`config.mk`:
```
export PLATFORM = sky130hd
export DESIGN_NAME = fp_add_pipe_hs
export DESIGN_NICKNAME = d
export VERILOG_FILES = /design/src/rtl/fp_add_pipe_hs.sv
export SDC_FILE = /design/constraint.sdc
export NUM_CORES = 1
export LEC_CHECK = 0
export ABC_AREA = 1
export CORE_ASPECT_RATIO = 0.7
export CORE_MARGIN = 2
export CORE_UTILIZATION = 50
export DETAILED_ROUTE_END_ITERATION = 10
export HOLD_SLACK_MARGIN = 0.06
export PLACE_DENSITY = 0.78
export SLEW_MARGIN = 20
export SYNTH_ARGS = -nofsm -noshare
export SYNTH_HDL_FRONTEND = slang
export SYNTH_SLANG_ARGS = --single-unit
```
`constraint.sdc`:
```
create_clock -name clk -period 24.4 [get_ports clk]
set_input_delay 4.88 -clock clk [delete_from_list [all_inputs] [get_ports clk]]
set_output_delay 4.88 -clock clk [all_outputs]
set_load 0.02 [all_outputs]
```
`src/rtl/fp_add_pipe_hs.sv`:
```
// fp_add_pipe_hs: elastic valid/ready pipeline around a combinational bf16/fp32 adder core.
// Bubbles collapse through the ready chain; tag and format travel with each operation.
package fp_add_pkg;
   typedef enum logic [0:0] {FMT_FP32 = 1'b0, FMT_BF16 = 1'b1} fp_fmt_e;
endpackage

module bf16_add
   import fp_add_pkg::*;
(
   input  fp_fmt_e     fmt,
   input  logic [31:0] X,
   input  logic [31:0] Y,
   output logic [31:0] R
);
   logic        bf, eff_sub, sgn, nan, inf, ovf, lsb, grd, stk, rup;
   logic [31:0] a, b, big, sml, r32;
   logic [30:0] rmask, rinc, packed_r;
   logic [7:0]  ea, eb, d, sh, ef;
   logic [50:0] ma, mb, mbs, s;
   logic [49:0] norm;
   logic [5:0]  lz;
   function automatic logic [5:0] clz50(input logic [49:0] v);
      clz50 = 6'd50;
      for (int i = 0; i < 50; i++) if (v[i]) clz50 = 6'(49 - i);
   endfunction
   // bf16 operands are widened to fp32 (exact) and rounded at bit 16 of the fp32 field
   always_comb begin
      bf = fmt == FMT_BF16;
      a = bf ? {X[15:0], 16'h0} : X;
      b = bf ? {Y[15:0], 16'h0} : Y;
      {big, sml} = (a[30:0] >= b[30:0]) ? {a, b} : {b, a};
      ea = (big[30:23] == 8'd0) ? 8'd1 : big[30:23];
      eb = (sml[30:23] == 8'd0) ? 8'd1 : sml[30:23];
      d = ea - eb;
      ma = {1'b0, big[30:23] != 8'd0, big[22:0], 26'h0};
      mb = {1'b0, sml[30:23] != 8'd0, sml[22:0], 26'h0};
      mbs = (mb >> d) | 51'(((mb >> d) << d) != mb);
      eff_sub = big[31] ^ sml[31];
      s = eff_sub ? ma - mbs : ma + mbs;
      lz = clz50(s[49:0]);
      sh = (8'(lz) < ea) ? 8'(lz) : ea - 8'd1;
      norm = s[50] ? {s[50:2], s[1] | s[0]} : 50'(s << sh);
      ef = s[50] ? ea + 8'd1 : (norm[49] ? ea - sh : 8'd0);
      ovf = s[50] && ea == 8'd254;
      rmask = bf ? 31'h7FFF_0000 : 31'h7FFF_FFFF;
      rinc = bf ? 31'h0001_0000 : 31'h1;
      lsb = bf ? norm[42] : norm[26];
      grd = bf ? norm[41] : norm[25];
      stk = bf ? |norm[40:0] : |norm[24:0];
      rup = grd & (lsb | stk);
      packed_r = ({ef, norm[48:26]} & rmask) + (rup ? rinc : 31'd0);
      sgn = (s == 51'd0 && eff_sub) ? 1'b0 : big[31];
      nan = (a[30:23] == 8'hFF && a[22:0] != 23'd0) || (b[30:23] == 8'hFF && b[22:0] != 23'd0) ||
            (a[30:0] == 31'h7F80_0000 && b[30:0] == 31'h7F80_0000 && eff_sub);
      inf = a[30:23] == 8'hFF || b[30:23] == 8'hFF || ovf;
      r32 = nan ? 32'h7FC0_0000 : inf ? {sgn, 31'h7F80_0000} : {sgn, packed_r};
      R = bf ? {16'h0, r32[31:16]} : r32;
   end
endmodule

module fp_add_pipe_hs
   import fp_add_pkg::*;
#(
   parameter int PIPE_DEPTH = 2,
   parameter int TAG_W = 4,
   localparam int OCC_W = PIPE_DEPTH > 0 ? $clog2(PIPE_DEPTH + 1) : 1
) (
   input  logic             clk,
   input  logic             rst,
   input  fp_fmt_e          fmt,
   input  logic [31:0]      X,
   input  logic [31:0]      Y,
   input  logic [TAG_W-1:0] in_tag,
   input  logic             in_valid,
   output logic             in_ready,
   output logic [31:0]      R,
   output fp_fmt_e          out_fmt,
   output logic [TAG_W-1:0] out_tag,
   output logic             out_valid,
   input  logic             out_ready,
   output logic [OCC_W-1:0] occupancy,
   output logic             busy
);
   localparam int DW = 32 + 1 + TAG_W;
   logic [31:0] core_r;
   bf16_add u_core (.fmt(fmt), .X(X), .Y(Y), .R(core_r));
   if (PIPE_DEPTH == 0) begin : g_comb
      assign in_ready = out_ready;
      assign out_valid = in_valid;
      assign R = core_r;
      assign out_fmt = fmt;
      assign out_tag = in_tag;
      assign occupancy = '0;
      assign busy = 1'b0;
   end else begin : g_pipe
      logic [PIPE_DEPTH-1:0] v, vin, rdy;
      logic [DW-1:0] d [PIPE_DEPTH];
      logic [DW-1:0] din [PIPE_DEPTH];
      assign vin = PIPE_DEPTH'({v, in_valid});
      // a stage accepts when it or any stage downstream of it is empty
      for (genvar i = 0; i < PIPE_DEPTH; i++) begin : g_rdy
         assign rdy[i] = out_ready | ~&v[PIPE_DEPTH-1:i];
      end
      always_comb begin
         din[0] = {core_r, fmt, in_tag};
         for (int i = 1; i < PIPE_DEPTH; i++) din[i] = d[i-1];
      end
      always_ff @(posedge clk)
         for (int i = 0; i < PIPE_DEPTH; i++)
            if (rst) begin
               v[i] <= 1'b0;
               d[i] <= '0;
            end else if (rdy[i]) begin
               v[i] <= vin[i];
               if (vin[i]) d[i] <= din[i];
            end
      assign in_ready = rdy[0];
      assign out_valid = v[PIPE_DEPTH-1];
      assign R = d[PIPE_DEPTH-1][DW-1 -: 32];
      assign out_fmt = fp_fmt_e'(d[PIPE_DEPTH-1][TAG_W]);
      assign out_tag = d[PIPE_DEPTH-1][TAG_W-1:0];
      assign occupancy = OCC_W'($countones(v));
      assign busy = |v;
   end
endmodule

```
==> results.md <==
- Fraction of post-synthesis cell area in the top cell type by area: 0.2261
- Total Die Area: approximately 43000 um^2
- Largest stage delay on the critical path: 0.55 ns
- I/O Pins: ~120
- Clock buffer depth: 2
- Top cells by area, synth: sky130_fd_sc_hd__nand2_1 (23%), sky130_fd_sc_hd__nand3_1 (22%), sky130_fd_sc_hd__edfxtp_1 (11%)
- Headroom to the max-slew limit: 0.2474
- Setup tns final: 0 ns
- Summed instance area of the synthesized netlist: 20540 um^2
- Number of register bits inferred by synthesis: 76
- Critical Path Most Common Cell: sky130_fd_sc_hd__nand2_1
- Commonest cells in the synthesized netlist: sky130_fd_sc_hd__nand2_1 (1237), sky130_fd_sc_hd__nand3_1 (911), sky130_fd_sc_hd__inv_1 (363), sky130_fd_sc_hd__nor2_1 (295), sky130_fd_sc_hd__a21oi_1 (126)
- Drt initial violations: just under 5000
- Initial Utilization: 0.5043
- Final setup skew: about 0.0088 ns
- TritonCTS clock tree: done
- Path type of the worst setup path: input port to register
- Number of warnings reported in the yosys synthesis log: 0
- Worst slew pin tran: 1.117 ns
- Total global-route track usage: 0.4587
- Type of the worst min-delay path: register to register
- Adder and majority cell fraction of the synthesized area: 0.06324
- Number of port buffers: 114
- Instance count of the mapped netlist: 3894
- Largest family of logic cells by synthesized area: simple AND/OR/NAND/NOR gates
- Layout-stage area growth over the synthesis result: 12.05%
- Antenna violations before repair: 3
- First-pass GRT wire length: around 150000 um
- Pin count of the biggest net entering global routing: 78
- Final Hold Fails: 0
- Latest clock arrival within the worst-skew pair: 0.36 ns
- HPWL after DPL: roughly 83000 um
- Max FO, Critical Path: 46
- Number of rows in the core area: 62
- Share of post-route cells with drive strength above 1: 0.07040
- Final Max Tran Viols: 0
- Fmax: 43.30 MHz
- Routability Congestion: 1.123
- DR pass1 iterations: 7
- Routed vias: 28290
- Total clock sinks: 76
- Root cell of the clock tree: sky130_fd_sc_hd__clkbuf_16
- Maximum capacitance violations: 0
- Most frequent cell after synthesis: sky130_fd_sc_hd__nand2_1
- Data arrival time at the worst-slack endpoint: 23.21 ns
- Fin crit period: around 23 ns
- Compound-gate portion of the synthesized area: 0.1050
- Routed Wire Length: 101000 um
- Setup repair after global routing missed its margin: false
- Final-stage net count: 4147
- Avg WL per Cell: about 22 um
- Remaining antenna violation count after routing: 0
- Fraction of registers with async set or reset after synthesis: 0
- Sequential element share of the synthesized area: 0.1101
- Worst-path clk slew: 0.06 ns
- Via count of the first global-routing pass: 24320
- DR DRC count: 0
- Cell accounting for the most synthesized area: sky130_fd_sc_hd__nand2_1
- Outcome: finished, final reports clean
- Post-route clock period utilization: 0.9464
- Synthesized area per cell: 5.274 um^2
- TritonCTS buffer count: 9
- CTS HTree Levels: 3
- Average via count per standard cell: 6.254
- Post-CTS Setup Inserts: 0
- Share of synthesized cell area in and, or, nand and nor gates: 0.5732
- Final global-route overflow total: 0
- Top_reg_cell synth: sky130_fd_sc_hd__edfxtp_1
- Core region area: 40730 um^2
- Xor-xnor portion of the synthesized cell area: 0.02528
- Count of cell types in the netlist: 63
- Final setup vio count: 0
- Syn Nets: 4069
- Hold slack final: 0.5468 ns
- Die span in y: between 150 and 200 um
- Mux cell area share after synthesis: 0.002924
- Number of synthesized flops with an enable pin: 74
- Nature of the critical path endpoint: register
- Required arrival time at the worst endpoint: approximately 25 ns
- Startpoint Class: input port
- X dimension of the die: 246.2 um
- CP max-delay cell: sky130_fd_sc_hd__a211oi_1
[registers in the layout, summed over array words and instances, names as in the netlist]
| register | flops |
|---|---|
| g_pipe.v | 2 |
| g_pipe.d | 74 |
[metal layers]
layer	wire [um]	up-vias	share of wire	global-route usage
li1	-	13130	-	-
met1	44640	12750	0.44	0.7119
met2	35600	2252	0.35	0.5689
met3	19270	158	0.19	0.2118
met4	1533	0	0.015	0.05530
met5	0	-	0	0
[placed cells by master (no fill, tap or decap), types with 15 or more instances in the layout]
master	n
sky130_fd_sc_hd__nand4_1	91
sky130_fd_sc_hd__nand3b_1	16
sky130_fd_sc_hd__inv_2	45
sky130_fd_sc_hd__o21ai_0	122
sky130_fd_sc_hd__o21ai_1	40
sky130_fd_sc_hd__xor2_1	46
sky130_fd_sc_hd__inv_1	362
sky130_fd_sc_hd__nor4_1	18
sky130_fd_sc_hd__nor3_1	26
sky130_fd_sc_hd__clkdlybuf4s50_1	113
sky130_fd_sc_hd__nand2_1	1235
sky130_fd_sc_hd__edfxtp_1	74
sky130_fd_sc_hd__nand3_1	911
sky130_fd_sc_hd__buf_4	141
sky130_fd_sc_hd__ha_1	98
sky130_fd_sc_hd__a21oi_1	126
sky130_fd_sc_hd__nor2_1	293
sky130_fd_sc_hd__o211ai_1	15
[layout make-up]
cell class	instances	area [um^2]
flip-flops and latches	76	2262
diodes	2	5.005
clock buffers	12	246.5
inverters	419	1579
clock inverters	4	32.53
multi-input cells	3204	15880
fillers	4420	17710
repair buffers	262	2326
well taps	544	680.7
[path summary, 6_finish.rpt]
path | from | endpoint | slack [ns] | depth (start not counted)
max | X[1] | g_pipe.d[0][35] | 1.31 | 98
min | g_pipe.d[0][6] | g_pipe.d[1][6] | 0.55 | 2
max reg2reg | g_pipe.v[1] | g_pipe.d[0][18] | 20.69 | 11
min reg2reg | g_pipe.d[0][6] | g_pipe.d[1][6] | 0.55 | 2
[critical path, delay by kind of cell]
kind                     cells  cell delay (ns)
AND/OR/NAND/NOR             54             8.88
XOR/XNOR                     2             0.37
adder cells (fa/ha/maj)      6             1.56
AO/OA/AOI/OAI               18             4.56
buffers and inverters       18             2.84
[through the flow]
| step | cell area (um^2) | cells | utilization | worst slack (ns) |
|---|---|---|---|---|
| 6_report | 23010 | 4523 | 0.5650 | 1.307 |
| 4_1_cts | 23000 | 4521 | 0.5648 | 2.194 |
| 3_3_place_gp | 22720 | 4505 | 0.5579 | 2.308 |
| 2_1_floorplan | 20540 | 3894 | - | 5.547 |
| 3_5_place_dp | 22720 | 4505 | 0.5579 | 1.907 |
| 5_1_grt | 23010 | 4521 | 0.5649 | 0.1239 |
[timing repair]
action	4_1_cts	5_1_grt
hold buffers	0	0
endpoints found under the setup margin	0	2
gates resized for setup	0	1
[kinds of logic after synthesis]
logic type,count (synthesis)
AND/OR/NAND/NOR,2663
flip-flops,76
XOR/XNOR,55
buffers and inverters,614
adder cells (fa/ha/maj),102
AO/OA/AOI/OAI,378
multiplexers,6
Power is not shown: default switching activity piles up to over one toggle a cycle in this logic, so the estimate is an artifact.
